File: src/rtl/timer_core_ndigit.sv
// Multi-digit cascaded timer core (NUM_DIGITS digits, radix DIGIT_MAX+1), up/down count, pause, end detect, wrap flag.
// Latency: count and all flags update one cycle after tick/run_en/clear is sampled; all outputs are registered.
// Backpressure: none; tick is a one-cycle enable, run_en=0 pauses. Optional AUTO_RELOAD_EN: reload preset instead of stopping at end_val.
module timer_core_ndigit #(
    parameter int NUM_DIGITS = 4,
    parameter int DIGIT_W    = 4,
    parameter int DIGIT_MAX  = 9
) (
    input  logic                          clk,
    input  logic                          rst_n,
    input  logic                          tick,
    input  logic                          run_en,
    input  logic                          mode_down,
    input  logic                          clear,
    input  logic [NUM_DIGITS*DIGIT_W-1:0] load_val,
    input  logic [NUM_DIGITS*DIGIT_W-1:0] end_val,
    output logic [NUM_DIGITS*DIGIT_W-1:0] count,
    output logic                          running,
    output logic                          done,
    output logic                          wrap,
    output logic                          at_end
);

    localparam int CW = NUM_DIGITS * DIGIT_W;
    localparam logic [DIGIT_W-1:0] DMAX = DIGIT_W'(DIGIT_MAX);

    typedef enum logic [1:0] {
        IDLE  = 2'd0,
        RUN   = 2'd1,
        PAUSE = 2'd2,
        DONE  = 2'd3
    } state_t;

    state_t          state_q, state_d;
    logic [CW-1:0]   count_q, count_d;
    logic            dir_q, dir_d;
    logic            running_q, running_d;
    logic            done_q, done_d;
    logic            wrap_q, wrap_d;
    logic            at_end_q, at_end_d;

    logic [CW-1:0]      load_cl;
    logic [CW-1:0]      step_cnt;
    logic               step_wrap;
    logic               carry;
    logic [DIGIT_W-1:0] digit;

`ifdef AUTO_RELOAD_EN
    logic            reload_q, reload_d;
`endif

    // Any preset digit above the radix limit is forced to DIGIT_MAX
    function automatic logic [CW-1:0] clamp_digits(input logic [CW-1:0] v);
        logic [CW-1:0] r;
        r = v;
        for (int i = 0; i < NUM_DIGITS; i++) begin
            if (v[i*DIGIT_W +: DIGIT_W] > DMAX) begin
                r[i*DIGIT_W +: DIGIT_W] = DMAX;
            end
        end
        return r;
    endfunction

    assign load_cl = clamp_digits(load_val);

    // Ripple carry/borrow through the digits; carry out of the top digit means a full-range wrap
    always_comb begin
        step_cnt = count_q;
        carry    = 1'b1;
        digit    = '0;
        for (int i = 0; i < NUM_DIGITS; i++) begin
            digit = count_q[i*DIGIT_W +: DIGIT_W];
            if (carry) begin
                if (!dir_q) begin
                    if (digit == DMAX) begin
                        step_cnt[i*DIGIT_W +: DIGIT_W] = '0;
                    end else begin
                        step_cnt[i*DIGIT_W +: DIGIT_W] = digit + 1'b1;
                        carry = 1'b0;
                    end
                end else begin
                    if (digit == '0) begin
                        step_cnt[i*DIGIT_W +: DIGIT_W] = DMAX;
                    end else begin
                        step_cnt[i*DIGIT_W +: DIGIT_W] = digit - 1'b1;
                        carry = 1'b0;
                    end
                end
            end
        end
        step_wrap = carry;
    end

    // Next-state and registered-output logic; clear overrides everything else
    always_comb begin
        state_d = state_q;
        count_d = count_q;
        dir_d   = dir_q;
        done_d  = 1'b0;
        wrap_d  = 1'b0;
`ifdef AUTO_RELOAD_EN
        reload_d = 1'b0;
`endif
        if (clear) begin
            state_d = IDLE;
            count_d = '0;
        end else begin
            case (state_q)
                IDLE: begin
                    if (run_en) begin
                        count_d = load_cl;
                        dir_d   = mode_down;
                        if (load_cl == end_val) begin
                            state_d = DONE;
                            done_d  = 1'b1;
                        end else begin
                            state_d = RUN;
                        end
                    end
                end
                RUN: begin
`ifdef AUTO_RELOAD_EN
                    // Reload cycle after end_val was shown: no step taken
                    if (reload_q) begin
                        count_d = load_cl;
                        if (!run_en) begin
                            state_d = PAUSE;
                        end
                    end else
`endif
                    if (!run_en) begin
                        state_d = PAUSE;
                    end else if (tick) begin
                        count_d = step_cnt;
                        wrap_d  = step_wrap;
                        if (step_cnt == end_val) begin
                            done_d = 1'b1;
`ifdef AUTO_RELOAD_EN
                            reload_d = 1'b1;
`else
                            state_d  = DONE;
`endif
                        end
                    end
                end
                PAUSE: begin
                    if (run_en) begin
                        state_d = RUN;
                    end
                end
                DONE: begin
                    state_d = DONE;
                end
                default: begin
                    state_d = IDLE;
                end
            endcase
        end
        running_d = (state_d == RUN);
        at_end_d  = (state_d == DONE);
    end

    // State, count and flag registers
    always_ff @(posedge clk or negedge rst_n) begin
        if (!rst_n) begin
            state_q   <= IDLE;
            count_q   <= '0;
            dir_q     <= 1'b0;
            running_q <= 1'b0;
            done_q    <= 1'b0;
            wrap_q    <= 1'b0;
            at_end_q  <= 1'b0;
        end else begin
            state_q   <= state_d;
            count_q   <= count_d;
            dir_q     <= dir_d;
            running_q <= running_d;
            done_q    <= done_d;
            wrap_q    <= wrap_d;
            at_end_q  <= at_end_d;
        end
    end

`ifdef AUTO_RELOAD_EN
    // Pending-reload flag, set in the cycle end_val is shown
    always_ff @(posedge clk or negedge rst_n) begin
        if (!rst_n) begin
            reload_q <= 1'b0;
        end else begin
            reload_q <= reload_d;
        end
    end
`endif

    assign count   = count_q;
    assign running = running_q;
    assign done    = done_q;
    assign wrap    = wrap_q;
    assign at_end  = at_end_q;

endmodule

File: config.mk
export PLATFORM = sky130hd
export DESIGN_NAME = timer_core_ndigit
export DESIGN_NICKNAME = d
export VERILOG_FILES = /design/src/rtl/timer_core_ndigit.sv
export SDC_FILE = /design/constraint.sdc
export NUM_CORES = 1
export LEC_CHECK = 0
export CORE_ASPECT_RATIO = 1.2
export CORE_MARGIN = 10
export CORE_UTILIZATION = 48
export DETAILED_ROUTE_END_ITERATION = 7
export PLACE_DENSITY_LB_ADDON = 0.1
export SYNTH_ARGS = -nofsm -noshare
export SYNTH_HDL_FRONTEND = slang
export SYNTH_SLANG_ARGS = --single-unit
File: constraint.sdc
create_clock -name clk -period 5.1 [get_ports clk]
set_clock_uncertainty 0.15 [all_clocks]
set_input_delay 1.02 -clock clk [delete_from_list [all_inputs] [get_ports clk]]
set_output_delay 1.02 -clock clk [all_outputs]
set_load 0.05 [all_outputs]
# == Word level (Yosys, flattened, before mapping) ==
# Index checks and enable logic that the tools add are counted.
# word_totals
ff_bits,23
# classes
n_eq_ne,14
n_lt_le_gt_ge,4
reduce_logical,8
n_mux,58
bitwise_logic,1
n_addsub,8
# op_table
cell,count
$mux 4,19
$mux 16,4
$eq 16x16->1,2
$pmux 16 s2,1
$mux 1,25
$add 4x1->4 const B,4
$eq 4x4->1 const B,4
$gt 4x4->1 const B,4
$logic_not 4->1,4
$sub 4x1->4 const B,4
$mux 2,7
$ne 3x3->1 const B,3
$pmux 2 s4,1
$eq 2x2->1 const B,3
$eq 2x1->1 const B,2
$reduce_and 4->1,1
$reduce_and 3->1,1
$reduce_bool 3->1,1
$logic_not 2->1,1
$pmux 1 s2,1
$not 1->1,1

# == Depth between registers and ports, before layout ==
# Gate-level depths: netlist (run 1).
# depth
ltp_word,13
depth_mapped,12
ltp_nobuf,10

# == Worst setup path after synthesis (run 1) ==
# No wires, ideal clock.
# synth_path
path_kind,reg2reg
startpoint,"reg count_q[0], in the netlist count[0]"
endpoint,"reg done_q, in the netlist done"
period_less_slack_ns,3.091
arrival_time_ns,2.847
slack_ns,2.009
required_ns,4.856
stages_incl_launch_ff,13
setup_time_ns,0.094
cell_sequence,dfrtp_1 > buf_2 > inv_1 > ha_1 > and4bb_4 > o22a_4 > and2_1 > buf_4 > o21ai_1 > nand2_1 > a2111oi_4 > nand4_1 > a221oi_2
# synth_via
elab_chain_cells,12
word_cells_on_any_way,21
classes_between,add/sub: 2; eq/ne: 2; mux: 16; reduce/logical: 1
# synth_rtl
item,line_no,rtl
from (decl),35,"logic [CW-1:0] count_q, count_d;"
from (signal assigned),175,count_q <= count_d;
$eq 4x4->1 or $logic_not 4->1 (tied branches),"75, 82",
$mux 1 (on tied branches),"75, 82",
$mux 1,74,if (!dir_q) begin
$mux 1 (2 in a row),73,if (carry) begin
$mux 4,73,
$eq 16x16->1 (*),136,if (step_cnt == end_val) begin
$mux 1 (*),136,
$mux 1 (*),133,end else if (tick) begin
$mux 1 (*),131,if (!run_en) begin
$pmux 1 s2 (*),108,case (state_q)
$mux 1 (*),104,if (clear) begin
net done_d,38,"logic done_q, done_d;"
to (signal assigned),178,done_q <= done_d;
to (decl),38,
# The timed path passes the listed nets; every way through them passes the cells marked *.
# A chain may end at the register's enable or synchronous reset.

# == Worst setup path after layout (run 1) ==
# layout_path
startpoint,reg dir_q
endpoint,"reg done_q, in the netlist done"
# layout_via
elab_chain_cells,10
word_cells_on_any_way,18
classes_between,eq/ne: 1; mux: 17
# layout_rtl
item,line_no,rtl
from (decl),36,"logic dir_q, dir_d;"
from (signal assigned),176,dir_q <= dir_d;
$mux 1,74,
$mux 1 (2 in a row),73,
$mux 4,73,
$eq 16x16->1 (*),136,
$mux 1 (*),136,
$mux 1 (*),133,
$mux 1 (*),131,
$pmux 1 s2 (*),108,
$mux 1 (*),104,
net done_d,38,
# Marks and branches as above.

==> impl_metrics.tcl, run 1 <==
set metrics [dict create \
    dpl.hpwl_um 6450 \
    drc 0 \
    ys_ff_latch 23 \
    hold_viol_final 0 \
    crit_slowest_cell "dfrtp_1" \
    grt_pass1_wl_um 14200 \
    max_slew_margin 0.210 \
    die_w_um 90.5 \
    die_area_mm2 0.00946 \
    max_stage_delay_ns 1.13 \
    grt_util_all_layers 0.176 \
    drt-initial-drc-count 193 \
    syn_area_per_cell_um2 7.90 \
    instances_no_fill 481 \
    end_kind "flip-flop" \
    power.share.clock 0.165 \
    synth_compound_area_frac 0.248 \
    syn-num-nets 412 \
    hold_class "reg -> reg" \
    antenna_left 0 \
    routedWlPerCell_um 17.7 \
    critPathKind "reg -> reg" \
    cp_cell_sequence "and4bb_4 > nor2_2 > nor3_1 > a221o_1 > xnor2_1 > and4_1 > nand4_1 > a221oi_2" \
    post-cts-setup-buffer-count 0 \
    hold_buffers 0 \
    syn-cell-area_mm2 0.00286 \
    arrival_ns 3.41 \
    fin_crit_sh 0.662 \
    grt_max_degree 39 \
    fmax_ghz 0.296 \
    worstPathMaxFanout 38 \
    synthFlopType "dfrtp_1" \
    cts_root_buf "clkbuf_8" \
    leakage_nw 1.30 \
    drive_gt1_frac 0.0623 \
    rsz0062_at_grt "false" \
    cts_resized 0 \
    final_util 0.608 \
    yosys.area_share.simple 0.289 \
    worst_slew_pin_slew_ns 1.18 \
    clk_pin_slew_ns 0.10 \
    syn_inst 362 \
    ys_types 67 \
    cts_tree "done" \
    totalPowerFinal_mw 0.743 \
    ys_async_sr_fraction 1.00 \
    area_growth_pct 21.3 \
    powerDensity_mw_per_mm2 214 \
    setup_violations 0 \
    core_area_mm2 0.00571 \
    grt_pass1_vias 2890 \
    clk_latency_ns 0.27 \
    post-place-cells 477 \
    portBuffers 57 \
    finalSetupTns_ns 0 \
    rows 30 \
    gp_congestion 0.863 \
    grt_overflow 0 \
    vias 2882 \
    ios 58 \
    critPathBufInv 0 \
    synth_top_family_by_area "simple AND/OR/NAND/NOR gates" \
    die_h_um 105 \
    nFillCells 535 \
    maxSlewViolCount 0 \
    maxCapViolCount 0 \
    antenna_cells 0 \
    drt_wl_total_um 8510 \
    p_sw_mw 0.326 \
    ys.warnings.count 0 \
    nNetsFinal 452 \
    fin_area_mm2 0.00347 \
    place_area_mm2 0.00342 \
    synth_adder_area_share 0.0525 \
    synth-xor-area-share 0.0949 \
    drt_first_pass_iters 5 \
    start_util 0.501 \
    ir_drop_v 0.000102 \
    htree_levels 1 \
    seq_area_frac_synth 0.201 \
    internal-power_mw 0.418 \
    outcome "completed" \
    numCtsBuffers 3 \
    cts_sinks 23 \
    comb_power_share 0.502 \
    required_ns 5.13 \
    synthMuxAreaShare 0.0499 \
    fin_crit_ns 3.38 \
    seqPwrFrac 0.333 \
    via_per_inst 5.99 \
    synth_edf_count 0 \
    p_sw_frac 0.438 \
    cts_max_path_buffers 2 \
    antenna_found_initial 0 \
    worst_setup_path_start_kind "flip-flop" \
    cpLargestDelayFamily "simple AND/OR/NAND/NOR gates" \
]
[flip-flops by register name, summed over array words and instances (netlist names)]
name / flops
count: 16
wrap: 1
running: 1
state_q: 2
dir_q: 1
done: 1
at_end: 1
[layout make-up]
class                   count  area, um2  share of cell area
clock buffers               3       41.3              0.0119
clock inverters             1       5.00             0.00144
inverters                  16       60.1              0.0173
multi-input cells         299       2100               0.606
flip-flops and latches     23        576               0.166
well taps                  80        100              0.0288
repair buffers             59        586               0.169
[path summary, 6_finish.rpt]
| path | from | endpoint | slack (ns) | cells past startpoint |
|---|---|---|---|---|
| worst min-delay path | state_q[1] | done | 0.44 | 1 |
| worst min register to register | state_q[1] | done | 0.44 | 1 |
| worst max register to register | dir_q | done | 1.72 | 8 |
| min in group asynchronous | rst_n | done | 1.21 | 1 |
| worst max-delay path | dir_q | done | 1.72 | 8 |
| max in group asynchronous | rst_n | count[6] | 2.90 | 1 |
[layout by cell type, fill, tap and decap left out, types with 3 or more instances in the layout]
cell	n
nand2b_1	12
a31oi_1	9
xor2_1	19
o22ai_1	6
inv_1	16
o211ai_1	7
nor2b_1	10
and3b_1	4
and3_1	3
xnor2_1	12
clkbuf_8	3
dfrtp_1	23
mux2i_1	3
o21ai_1	3
nand3_1	6
clkdlybuf4s50_1	57
nor4bb_1	3
o21bai_1	3
or2_2	3
nand3b_1	5
nand2_1	32
mux4_2	4
ha_1	12
nor2_1	37
a22oi_1	3
a211oi_1	9
o21ai_0	14
nor3b_1	4
nor3_1	9
o21a_1	4
a21oi_1	17
[synthesized netlist by cell type (7+ instances only)]
master / n / area (um2)
o211ai_1: 7 / 52.6
nor2b_1: 10 / 62.6
nor3_1: 9 / 45.0
a21oi_1: 17 / 85.1
a211oi_1: 9 / 67.6
xnor2_1: 12 / 105
a31oi_1: 9 / 56.3
xor2_1: 19 / 166
ha_1: 12 / 150
nand2b_1: 12 / 75.1
o21ai_0: 14 / 70.1
buf_2: 8 / 40.0
inv_1: 16 / 60.1
clkbuf_1: 11 / 41.3
nand2_1: 32 / 120
dfrtp_1: 23 / 576
nor2_1: 37 / 139
[power by group through the flow]
stage	clock network [mW]	registers, mW	logic (mW)
finish	0.123	0.247	0.373
global route	0.132	0.254	0.409
CTS	0.125	0.247	0.372
detailed placement	0	0.251	0.371
global placement	0	0.249	0.368
floorplan	0	0.252	0.249
[metrics by stage]
| stage | hold WS (ns) | worst slack [ns] |
|---|---|---|
| final | 0.444 | 1.72 |
| after global routing | 0.471 | 1.40 |
| after CTS | 0.431 | 1.73 |
| after detailed placement | 0.407 | 1.55 |
| after global placement | 0.413 | 1.67 |
| after floorplan | 0.352 | 2.01 |
[cell families after synthesis]
| logic type | after synthesis |
|---|---|
| multiplexers | 9 |
| adder cells (fa/ha/maj) | 12 |
| AO/OA/AOI/OAI | 99 |
| AND/OR/NAND/NOR | 148 |
| XOR/XNOR | 31 |
| buffers and inverters | 40 |
| flip-flops | 23 |
[metal layers]
| layer | part of all wire | vias up | track usage | routed length [um] |
|---|---|---|---|---|
| met1 | 0.44 | 1357 | 0.224 | 3780 |
| met2 | 0.48 | 112 | 0.287 | 4060 |
| met5 | 0 | - | 0 | 0 |
| met3 | 0.058 | 18 | 0.0344 | 496 |
| li1 | - | 1395 | - | - |
| met4 | 0.020 | 0 | 0.0638 | 172 |
Note: power is estimated with default switching activity, not from simulation.
==> run 2: changes to the inputs <==
==> constraint.sdc (replaced) <==
create_clock -name clk -period 3.3 [get_ports clk]
set_clock_uncertainty 0.15 [all_clocks]
set_input_delay 0.66 -clock clk [delete_from_list [all_inputs] [get_ports clk]]
set_output_delay 0.66 -clock clk [all_outputs]
set_load 0.05 [all_outputs]
==> run 2 against run 1 <==
Compared with the run above: first-iteration DRC count is 47% higher; highest routed layer unchanged; cell area increased by 2.7%; flip-flop and latch count unchanged; largest cell class unchanged; cell count grew 2.3%; utilization rose by 1.7 points; worst hold slack improved by 0.018 ns; register-to-register slack worse by 1.5 ns; critical endpoint unchanged; critical path depth grew 1; non-clock buffer count up 11; via count grew 2.3%; critical path type unchanged; global-route usage increased by 0.36 points; die area stayed put.
==> impl_metrics.tcl, run 2 (synthesis results as in run 1) <==
set metrics [dict create \
    nNetsFinal 463 \
    leakage_nw 1.36 \
    max_stage_delay_ns 0.47 \
    grt_util_all_layers 0.179 \
    cts_root_buf "clkbuf_8" \
    die_h_um 105 \
    worst_setup_path_start_kind "flip-flop" \
    max_slew_margin 0.469 \
    post-cts-setup-buffer-count 0 \
    via_per_inst 5.99 \
    hold_class "reg -> reg" \
    portBuffers 57 \
    rows 30 \
    final_common_cell "clkdlybuf4s50_1" \
    core_area_mm2 0.00571 \
    rsz0062_at_grt "false" \
    mostFrequentLayoutCells "clkdlybuf4s50_1, nor2_1, nand2_1" \
    drive_gt1_frac 0.0874 \
    end_kind "flip-flop" \
    worst_slew_pin_slew_ns 0.796 \
    hold_viol_final 0 \
    drc 0 \
    maxSlewViolCount 0 \
    die_area_mm2 0.00946 \
    grtUsageMet1 0.226 \
    top_usage_layer "met2" \
    grt_overflow 0 \
    cts_max_path_buffers 2 \
    ir_drop_v 0.000258 \
    die_w_um 90.5 \
    start_util 0.501 \
    clk_pin_slew_ns 0.09 \
    drt_wl_total_um 8640 \
    dpl.hpwl_um 6630 \
    setup_violations 0 \
    antenna_left 0 \
    numCtsBuffers 3 \
    largest_reg_flops 16 \
    grt_pass1_wl_um 14500 \
    grtUsageMet2 0.309 \
    htree_levels 1 \
    vias 2947 \
    use_met3 0.0351 \
    arrival_ns 3.06 \
    fin_crit_sh 0.921 \
    finalSetupTns_ns 0 \
    ios 58 \
    setup_slack_ns 0.262 \
    nFillCells 532 \
    cts_tree "done" \
    clk_latency_ns 0.27 \
    gp_congestion 0.882 \
    cts_sinks 23 \
    required_ns 3.32 \
    critPathKind "reg -> reg" \
    pre_cts_ws_ns 0.0941 \
    powerDensity_mw_per_mm2 330 \
    hold_buffers 0 \
    fmax_ghz 0.329 \
    fin_crit_ns 3.04 \
    crit_slowest_cell "mux4_2" \
    cts_resized 0 \
    drt_first_pass_iters 7 \
    maxCapViolCount 0 \
    antenna_found_initial 0 \
    outcome "completed" \
    antenna_cells 0 \
    drt-initial-drc-count 284 \
    cp_cell_sequence "ha_1 > a21bo_2 > mux4_2 > xor2_1 > o21ai_0 > a311oi_1 > and4_1 > nand4_1 > a221oi_2" \
    routedWlPerCell_um 17.6 \
    grt_pass1_vias 2860 \
    area_growth_pct 24.6 \
    grt_max_degree 24 \
    worstPathMaxFanout 5 \
]
==> run 2: cell count changes in the layout (fill, tap and decap cells not counted), sizes merged <==
cell  previous run  this run
buf              2        13
==> run 2: per-layer routing <==
metal | routed length (um) | vias to the layer above
met5 | 0 | -
met4 | 108 | 0
met3 | 497 | 10
met2 | 4280 | 119
met1 | 3760 | 1403
li1 | - | 1415
==> run 2: metrics by stage <==
stage / instances / total power, mW / hold slack, ns / area (um2) / util
floorplan: 362 / 0.775 / 0.214 / 2860 / -
global placement: 488 / 0.985 / 0.412 / 3520 / 0.617
detailed placement: 488 / 0.993 / 0.419 / 3520 / 0.617
CTS: 492 / 1.18 / 0.453 / 3560 / 0.625
global route: 492 / 1.25 / 0.466 / 3560 / 0.625
finish: 492 / 1.18 / 0.461 / 3560 / 0.625
==> run 2: path summary, 6_finish.rpt <==
| kind | startpoint | endpoint | slack (ns) | cells past startpoint |
|---|---|---|---|---|
| setup / recovery | count[0] | done | 0.26 | 9 |
| hold / removal | state_q[1] | done | 0.46 | 1 |
| setup reg to reg | count[0] | done | 0.26 | 9 |
| hold reg to reg | state_q[1] | done | 0.46 | 1 |
| max in group asynchronous | rst_n | count[15] | 2.14 | 2 |
| min in group asynchronous | rst_n | count[4] | 0.60 | 2 |
==> run 2: final cells by class <==
type | count | area (um2) | area share
multi-input cells | 299 | 2100 | 0.590
repair buffers | 70 | 681 | 0.191
flip-flops and latches | 23 | 576 | 0.161
well taps | 80 | 100 | 0.0281
inverters | 16 | 60.1 | 0.0168
clock buffers | 3 | 41.3 | 0.0116
clock inverters | 1 | 5.00 | 0.00140
==> run 2: where the power goes <==
group | internal [mW] | switching, mW | leakage [nW]
logic | 0.284 | 0.354 | 1.03
clock network | 0.0845 | 0.0989 | 0.0255
registers | 0.302 | 0.0536 | 0.306
==> run 2: worst max-delay path: cells and delay by family, from the launching register on <==
kind | cells | cell delay [ns]
adder cells (fa/ha/maj) | 1 | 0.29
AND/OR/NAND/NOR | 2 | 0.40
multiplexers | 1 | 0.47
AO/OA/AOI/OAI | 4 | 0.97
flip-flops | 1 | 0.42
XOR/XNOR | 1 | 0.25
==> run 3: changes to the inputs <==
--- a/config.mk
+++ b/config.mk
@@ -8,6 +8,7 @@
 export CORE_ASPECT_RATIO = 1.2
 export CORE_MARGIN = 10
 export CORE_UTILIZATION = 48
+export CTS_CLUSTER_DIAMETER = 60
 export DETAILED_ROUTE_END_ITERATION = 7
 export PLACE_DENSITY_LB_ADDON = 0.1
 export SYNTH_ARGS = -nofsm -noshare
==> constraint.sdc (replaced) <==
create_clock -name clk -period 2.4 [get_ports clk]
set_clock_uncertainty 0.15 [all_clocks]
set_input_delay 0.48 -clock clk [delete_from_list [all_inputs] [get_ports clk]]
set_output_delay 0.48 -clock clk [all_outputs]
set_load 0.05 [all_outputs]
==> run 3 against run 2 <==
Compared with the run above: the run now ends with setup timing left; first-iteration DRC count shrank 1.1%; sequential share of layout area shrank 3.2 points; routed wire length grew 22%; flip-flop and latch count is the same; fmax grew 6.3%; cell count grew 21%; register-to-register slack lost 0.72 ns; sequential power grew 32%; critical path type unchanged; largest power group unchanged.
==> impl_metrics.tcl, run 3 (synthesis results as in run 1) <==
set metrics [dict create \
    die_w_um 90.5 \
    r2r_end "done" \
    ir_drop_v 0.000275 \
    final_common_cell "buf_4" \
    nNetsFinal 564 \
    leakage_nw 1.92 \
    hold_buffers 0 \
    grt_max_degree 24 \
    max_stage_delay_ns 0.50 \
    fin_crit_sh 1.19 \
    post-place-cells 579 \
    cts_root_buf "clkbuf_8" \
    cts_sinks 23 \
    drc 0 \
    grt_pass1_wl_um 16400 \
    outcome "complete, but fails checks" \
    mostFrequentLayoutCells "buf_4, clkdlybuf4s50_1, nor2_1" \
    final_util 0.792 \
    critPathKind "reg -> reg" \
    start_util 0.501 \
    clk_pin_slew_ns 0.10 \
    numCtsBuffers 3 \
    maxSlewViolCount 0 \
    required_ns 2.44 \
    setup_violations 5 \
    drive_gt1_frac 0.359 \
    ios 58 \
    area_growth_pct 58.0 \
    r2r_start "count[0]" \
    die_h_um 105 \
    instances_no_fill 593 \
    largest_reg_flops 16 \
    place_area_mm2 0.00423 \
    crit_slowest_cell "mux4_2" \
    drt_first_pass_iters 5 \
    cts_tree "done" \
    grt_util_all_layers 0.205 \
    clk_latency_ns 0.28 \
    fin_crit_ns 2.86 \
    grt_pass1_vias 3479 \
    htree_levels 1 \
    max_slew_margin 0.655 \
    whs_ns 0.411 \
    powerDensity_mw_per_mm2 440 \
    fmax_ghz 0.350 \
    worstPathMaxFanout 5 \
    failed_checks "setup timing" \
    portBuffers 57 \
    r2r_slack_ns -0.46 \
    via_per_inst 5.83 \
    finalSetupTns_ns -1.75 \
    maxCapViolCount 0 \
    grt_overflow 0 \
    hold_class "in -> async" \
    core_area_mm2 0.00571 \
    antenna_cells 0 \
    hold_viol_final 0 \
    critPathBufInv 0 \
    routedWlPerCell_um 17.8 \
    cts_max_path_buffers 2 \
    cpLargestDelayFamily "compound AO/OA/AOI/OAI gates" \
    die_area_mm2 0.00946 \
    end_kind "flip-flop" \
    drt_wl_total_um 10600 \
    worst_slew_pin_slew_ns 0.518 \
    antenna_found_initial 0 \
    rows 30 \
    setup_slack_ns -0.458 \
    rsz0062_at_grt "true" \
    worstRegToRegCells 9 \
    worst_setup_path_start_kind "flip-flop" \
    cp.depth 9 \
    gp_congestion 0.977 \
    cp_cell_sequence "ha_4 > a21bo_2 > mux4_2 > xor2_2 > o21ai_1 > a311oi_1 > and4_1 > nand4_1 > a221oi_2" \
    fin_area_mm2 0.00452 \
    dpl.hpwl_um 8160 \
    vias 3460 \
    drt-initial-drc-count 281 \
    arrival_ns 2.90 \
    antenna_left 0 \
    nFillCells 432 \
]
[run 3: changes by cell type in the layout (fill, tap and decap cells not counted), moves of 3 or more]
cell,change
buf_4,+103
clkdlybuf4s50_1,-9
dfrtp_1,-8
dfrtp_2,+8
buf_6,+6
ha_1,-5
inv_1,-5
a211oi_1,-4
a211oi_2,+4
ha_4,+3
inv_2,+3
[run 3: timing repair]
item	4_1_cts	5_1_grt
setup buffers	4	7
endpoints found under the setup margin	6	9
cloned	0	0
pin swaps	11	14
resized for setup	19	22
[run 3: worst register-to-register path, cell delays in order (launching register included)]
cell,delay (ns)
dfrtp_2,0.47
ha_4,0.19
a21bo_2,0.21
mux4_2,0.50
xor2_2,0.16
o21ai_1,0.10
a311oi_1,0.29
and4_1,0.26
nand4_1,0.16
a221oi_2,0.28
[run 3: area by class of cell]
class	count	area (um2)	share of cell area
Multi-Input combinational cell	299	2280	0.504
Clock inverter	1	5.00	0.00111
Timing Repair Buffer	171	1440	0.319
Sequential cell	23	586	0.130
Tap cell	80	100	0.0221
Clock buffer	3	41.3	0.00914
Inverter	16	65.1	0.0144
[run 3: worst max-delay path by stage]
stage / from / end / slack [ns]
2_1_floorplan: count[8] / done / -0.38
3_3_place_gp: end_val[7] / state_q[1] / -0.47
3_5_place_dp: load_val[14] / state_q[1] / -0.54
4_1_cts: count[0] / done / -0.38
5_1_grt: count[0] / done / -0.56
6_report: count[0] / done / -0.46
[run 3: report_power, final]
group	switching [mW]	leakage, nW	internal [mW]
registers	0.0490	0.295	0.418
clock network	0.154	0.0255	0.117
logic	0.629	1.60	0.621
total	0.832	1.92	1.16
[run 3: routing by layer]
metal / global-route usage / vias to the layer above / part of all wire
li1: - / 1632 / -
met1: 0.234 / 1665 / 0.40
met2: 0.376 / 133 / 0.52
met3: 0.0286 / 30 / 0.051
met4: 0.0774 / 0 / 0.026
met5: 0 / - / 0
[run 3: stage by stage]
step | setup WS, ns | power, mW
2_1_floorplan | -0.383 | 1.09
4_1_cts | -0.377 | 1.90
5_1_grt | -0.564 | 2.09
6_report | -0.458 | 1.99
3_5_place_dp | -0.535 | 1.59
3_3_place_gp | -0.474 | 1.57
